==> config.mk <==
export PLATFORM = sky130hd
export DESIGN_NAME = clk_freq_meter
export DESIGN_NICKNAME = d
export VERILOG_FILES = /design/src/rtl/clk_freq_meter.sv
export SDC_FILE = /design/constraint.sdc
export NUM_CORES = 1
export LEC_CHECK = 0
export ABC_AREA = 1
export CORE_UTILIZATION = 53
export CTS_BUF_LIST = sky130_fd_sc_hd__clkbuf_4 sky130_fd_sc_hd__clkbuf_8 sky130_fd_sc_hd__clkbuf_16
export CTS_CLUSTER_SIZE = 30
export DETAILED_ROUTE_END_ITERATION = 12
export GPL_TIMING_DRIVEN = 0
export MAX_ROUTING_LAYER = met4
export PLACE_DENSITY = 0.74
export SYNTH_ARGS = -nofsm -noshare
export SYNTH_HDL_FRONTEND = slang
export SYNTH_SLANG_ARGS = --single-unit
==> constraint.sdc <==
create_clock -name clk -period 4.39 [get_ports clk]
set_clock_uncertainty 0.2 [all_clocks]
set_input_delay 0.878 -clock clk [delete_from_list [all_inputs] [get_ports clk]]
set_output_delay 0.878 -clock clk [all_outputs]
set_load 0.03 [all_outputs]
==> src/rtl/clk_freq_meter.sv <==
// Frequency meter: counts synchronized rising edges of clk_in over back-to-back
// windows of GATE_CYCLES clk cycles and publishes one count per window.
//
// state   | meaning
// IDLE    | stopped, counters cleared, waiting for en
// SETTLE  | flushing synchronizer history, edges ignored
// MEASURE | counting edges inside the gate window
module clk_freq_meter #(
  parameter int GATE_CYCLES = 1000,
  parameter int CNT_W       = 16,
  parameter int SYNC_STAGES = 2
) (
  input  logic             clk,
  input  logic             rst_n,
  input  logic             clk_in,
  input  logic             en,
  output logic [CNT_W-1:0] freq_cnt,
  output logic             freq_valid,
  output logic             overflow,
  output logic             busy
);

  localparam int GW = $clog2(GATE_CYCLES);
  localparam int SW = $clog2(SYNC_STAGES + 1);
  localparam logic [GW-1:0]    G_LAST = GW'(GATE_CYCLES - 1);
  localparam logic [SW-1:0]    S_LAST = SW'(SYNC_STAGES);
  localparam logic [CNT_W-1:0] C_MAX  = '1;

  localparam logic [1:0] IDLE    = 2'd0;
  localparam logic [1:0] SETTLE  = 2'd1;
  localparam logic [1:0] MEASURE = 2'd2;

  logic [SYNC_STAGES-1:0] sync;
  logic                   prev;
  logic                   edge_q;

  logic [1:0]       state;
  logic [SW-1:0]    scnt;
  logic [GW-1:0]    gcnt;
  logic [CNT_W-1:0] ecnt;
  logic             ovf_acc;

  logic [CNT_W:0]   sum;
  logic             sat_hit;
  logic [CNT_W-1:0] sum_sat;

  // The reset input is active-high despite its name.
  always_ff @(posedge clk or posedge rst_n) begin
    if (rst_n) begin
      sync   <= '0;
      prev   <= 1'b0;
      edge_q <= 1'b0;
    end else begin
      sync   <= {sync[SYNC_STAGES-2:0], clk_in};
      prev   <= sync[SYNC_STAGES-1];
      edge_q <= sync[SYNC_STAGES-1] & ~prev;
    end
  end

  // ecnt is held at C_MAX, so a carry out means the count saturated.
  assign sum     = {1'b0, ecnt} + {{CNT_W{1'b0}}, edge_q};
  assign sat_hit = sum[CNT_W];
  assign sum_sat = sat_hit ? C_MAX : sum[CNT_W-1:0];
  assign busy    = (state != IDLE);

  always_ff @(posedge clk or posedge rst_n) begin
    if (rst_n) begin
      state      <= IDLE;
      scnt       <= '0;
      gcnt       <= '0;
      ecnt       <= '0;
      ovf_acc    <= 1'b0;
      freq_cnt   <= '0;
      freq_valid <= 1'b0;
      overflow   <= 1'b0;
    end else begin
      freq_valid <= 1'b0;
      case (state)
        IDLE: begin
          gcnt    <= '0;
          ecnt    <= '0;
          ovf_acc <= 1'b0;
          scnt    <= '0;
          if (en) state <= SETTLE;
        end
        SETTLE: begin
          if (!en) begin
            state <= IDLE;
          end else if (scnt == S_LAST) begin
            state   <= MEASURE;
            gcnt    <= '0;
            ecnt    <= '0;
            ovf_acc <= 1'b0;
          end else begin
            scnt <= scnt + 1'b1;
          end
        end
        MEASURE: begin
          if (!en) begin
            state   <= IDLE;
            gcnt    <= '0;
            ecnt    <= '0;
            ovf_acc <= 1'b0;
          end else if (gcnt == G_LAST) begin
            // Terminal-cycle edge lands in the closing window; next window starts at once.
            freq_cnt   <= sum_sat;
            overflow   <= ovf_acc | sat_hit;
            freq_valid <= 1'b1;
            gcnt       <= '0;
            ecnt       <= '0;
            ovf_acc    <= 1'b0;
          end else begin
            gcnt    <= gcnt + 1'b1;
            ecnt    <= sum_sat;
            ovf_acc <= ovf_acc | sat_hit;
          end
        end
        default: state <= IDLE;
      endcase
    end
  end

endmodule
==> flow_summary.json <==
{
  "antenna_found_initial": 0,
  "r2r_slack_ns": 2.57,
  "synth_nets": 356,
  "seq_area_frac_synth_pct": 48.9,
  "p_comb_share_pct": 6.2,
  "gp_congestion": 0.872,
  "cts_resized": 0,
  "worst_pin_slew_ns": 0.517,
  "cts_buffers": 5,
  "overflow": 0,
  "synth_common_cells": "140 x nand2_1, 53 x dfrtp_1, 39 x inv_1",
  "async_reset_ff_share_pct": 100,
  "p_switching_uw": 207,
  "fin_crit_ns": 2.62,
  "track_usage_pct": 23.4,
  "cts_root_buf": "clkbuf_8",
  "clk_latency_ns": 0.31,
  "start_kind": "flop",
  "fin_crit_sh_pct": 59.7,
  "r2r_cells": 7,
  "min_from": "sync[0]",
  "internal-power_uw": 628,
  "yosysMostFrequentCell": "nand2_1",
  "synth.distinct_cells": 30,
  "slew_viol_final": 0,
  "p_per_area_mw_per_mm2": 267,
  "drc_errors": 0,
  "dr.pass1.iters": 4,
  "post_synth.cell_area_avg_um2": 7.79,
  "crit_type": "reg -> out",
  "synth_top_cell_by_area": "dfrtp_1",
  "post_cts_buffers": 0,
  "path_max_fanout": 4,
  "r2r-end": "gcnt[2]",
  "finish.instance_area_mm2": 0.00313,
  "peakVddDrop_v": 0.000207,
  "first_iter_violations": 103,
  "timing.rr.start": "scnt[0]",
  "drt_wl_total_um": 5360,
  "slew_headroom_pct": 65.5,
  "drive_gt1_share_pct": 12.7,
  "hpwl_um": 3900,
  "syn_area_mm2": 0.00271,
  "finalNetCount": 386,
  "dp_slack_ns": 1.80,
  "hold_ws_ns": 0.161,
  "cts_tree": "done",
  "seq_power_share_pct": 59.7,
  "placed_cell_area_mm2": 0.00303,
  "die_y_um": 73.5,
  "dieWidth_um": 73.5,
  "outcome": "completed",
  "whs_path_depth": 0,
  "clkPwrFrac_pct": 34.0,
  "ios": 23,
  "swShare_pct": 24.8,
  "coreArea_mm2": 0.00482,
  "cp.arrival_ns": 1.54,
  "final_util_pct": 64.9,
  "grt_max_degree": 31,
  "hold_buffers": 0,
  "clk_pin_slew_ns": 0.09,
  "worstSetupEndpointType": "output port",
  "cap_violations": 0,
  "min_to": "sync[1]",
  "area_growth_pct": 15.3,
  "holdCritPathClass": "reg -> reg",
  "grt_first_pass_wirelength_um": 9290,
  "hold_viol_final": 0,
  "synth_seq_cells": 53,
  "row_count": 25,
  "synth_ff_type": "dfrtp_1",
  "ys_warn_count": 0,
  "synth_edf_count": 0,
  "fp.dieArea_mm2": 0.00540,
  "required_ns": 3.31,
  "start_util_pct": 56.3,
  "io_buffers": 22,
  "htreeDepth": 2,
  "cts_num_sinks": 53,
  "cts.path.max_buffers": 2,
  "vias": 2227,
  "tns_ns": 0,
  "ant_nets": 0,
  "antennaDiodeCount": 0,
  "synth_area_leaders": "dfrtp_1 49%, nand2_1 19%, inv_1 5.4%",
  "setup-violations-final": 0,
  "p_leak_uw": 0.00164,
  "timing.fmax_mhz": 382,
  "rsz0062_at_grt": "false",
  "syn_inst": 348,
  "vias_per_cell": 4.99,
  "grt_pass1_vias": 2128,
  "yosysTopAreaCellShare_pct": 48.9,
  "wl_per_cell_um": 12.0,
  "setup_ws_ns": 1.77
}
## registers in the layout, summed over array words and instances (netlist names), 2 cells and up
name      count
ecnt         16
freq_cnt     16
gcnt         10
scnt          2
state         2
sync          2
## power by group through the flow
stage / combinational [uW] / clock (uW) / sequential (uW)
after CTS: 53.5 / 290 / 498
after detailed placement: 53.6 / 0 / 508
after global placement: 49.8 / 0 / 508
after global routing: 59.0 / 310 / 499
after floorplan: 34.8 / 0 / 507
final: 52.1 / 284 / 498
## critical path, cell delays in order (launching register included)
cell and delay [ns]:
dfrtp_1 0.42, inv_2 0.06, nand2_1 0.08, clkdlybuf4s50_1 0.66
## metal layers
metal	GRT usage (%)	wire [um]	vias up	share of wire (%)
met5	-	0	-	0
met4	7.05	56	0	1.0
met3	4.94	198	6	3.7
met2	37.7	2560	33	48
met1	29.5	2550	1053	48
li1	-	-	1135	-
## worst max-delay path by stage
stage              from      endpoint  slack [ns]  cells past startpoint
2_1_floorplan     rst_n       ecnt[0]        2.03                      1
3_3_place_gp      rst_n  freq_cnt[12]        1.02                      2
3_5_place_dp         en       gcnt[2]        1.80                      6
4_1_cts        state[0]          busy        1.76                      3
5_1_grt        state[0]          busy        1.70                      3
6_report       state[0]          busy        1.77                      3
## cell families after synthesis
logic type | Yosys count | share of synthesized area [%]
DFF | 53 | 48.9
adders and majority gates | 4 | 1.85
and+or+nand+nor | 209 | 34.0
xor gates and xnor gates | 4 | 1.29
AOI/OAI and AO/OA | 28 | 5.91
buffers and inverters | 50 | 7.99
## cell usage in the layout (no fill, tap or decap), types with 5 or more instances in the layout
cell type,n
clkdlybuf4s50_1,22
clkbuf_8,5
nor2_2,6
nand2_1,140
o21ai_0,12
inv_1,38
dfrtp_1,53
nor2_1,22
nand3_1,13
a21oi_1,7
nand2_2,9
nand4_1,5
## through the flow
step,total power (uW),std cells
finish,834,446
global route,868,446
CTS,842,446
detailed placement,561,438
global placement,557,437
floorplan,542,348
## layout make-up
cell class	count	area [um2]
tap	67	83.8
fill	422	1690
timing repair buffer	23	240
clock buffer	6	76.3
buffer	6	48.8
sequential	53	1330
inverter	44	168
multi-input combinational	245	1170
clock inverter	2	15.0
Power figures use the tool's default switching activity.
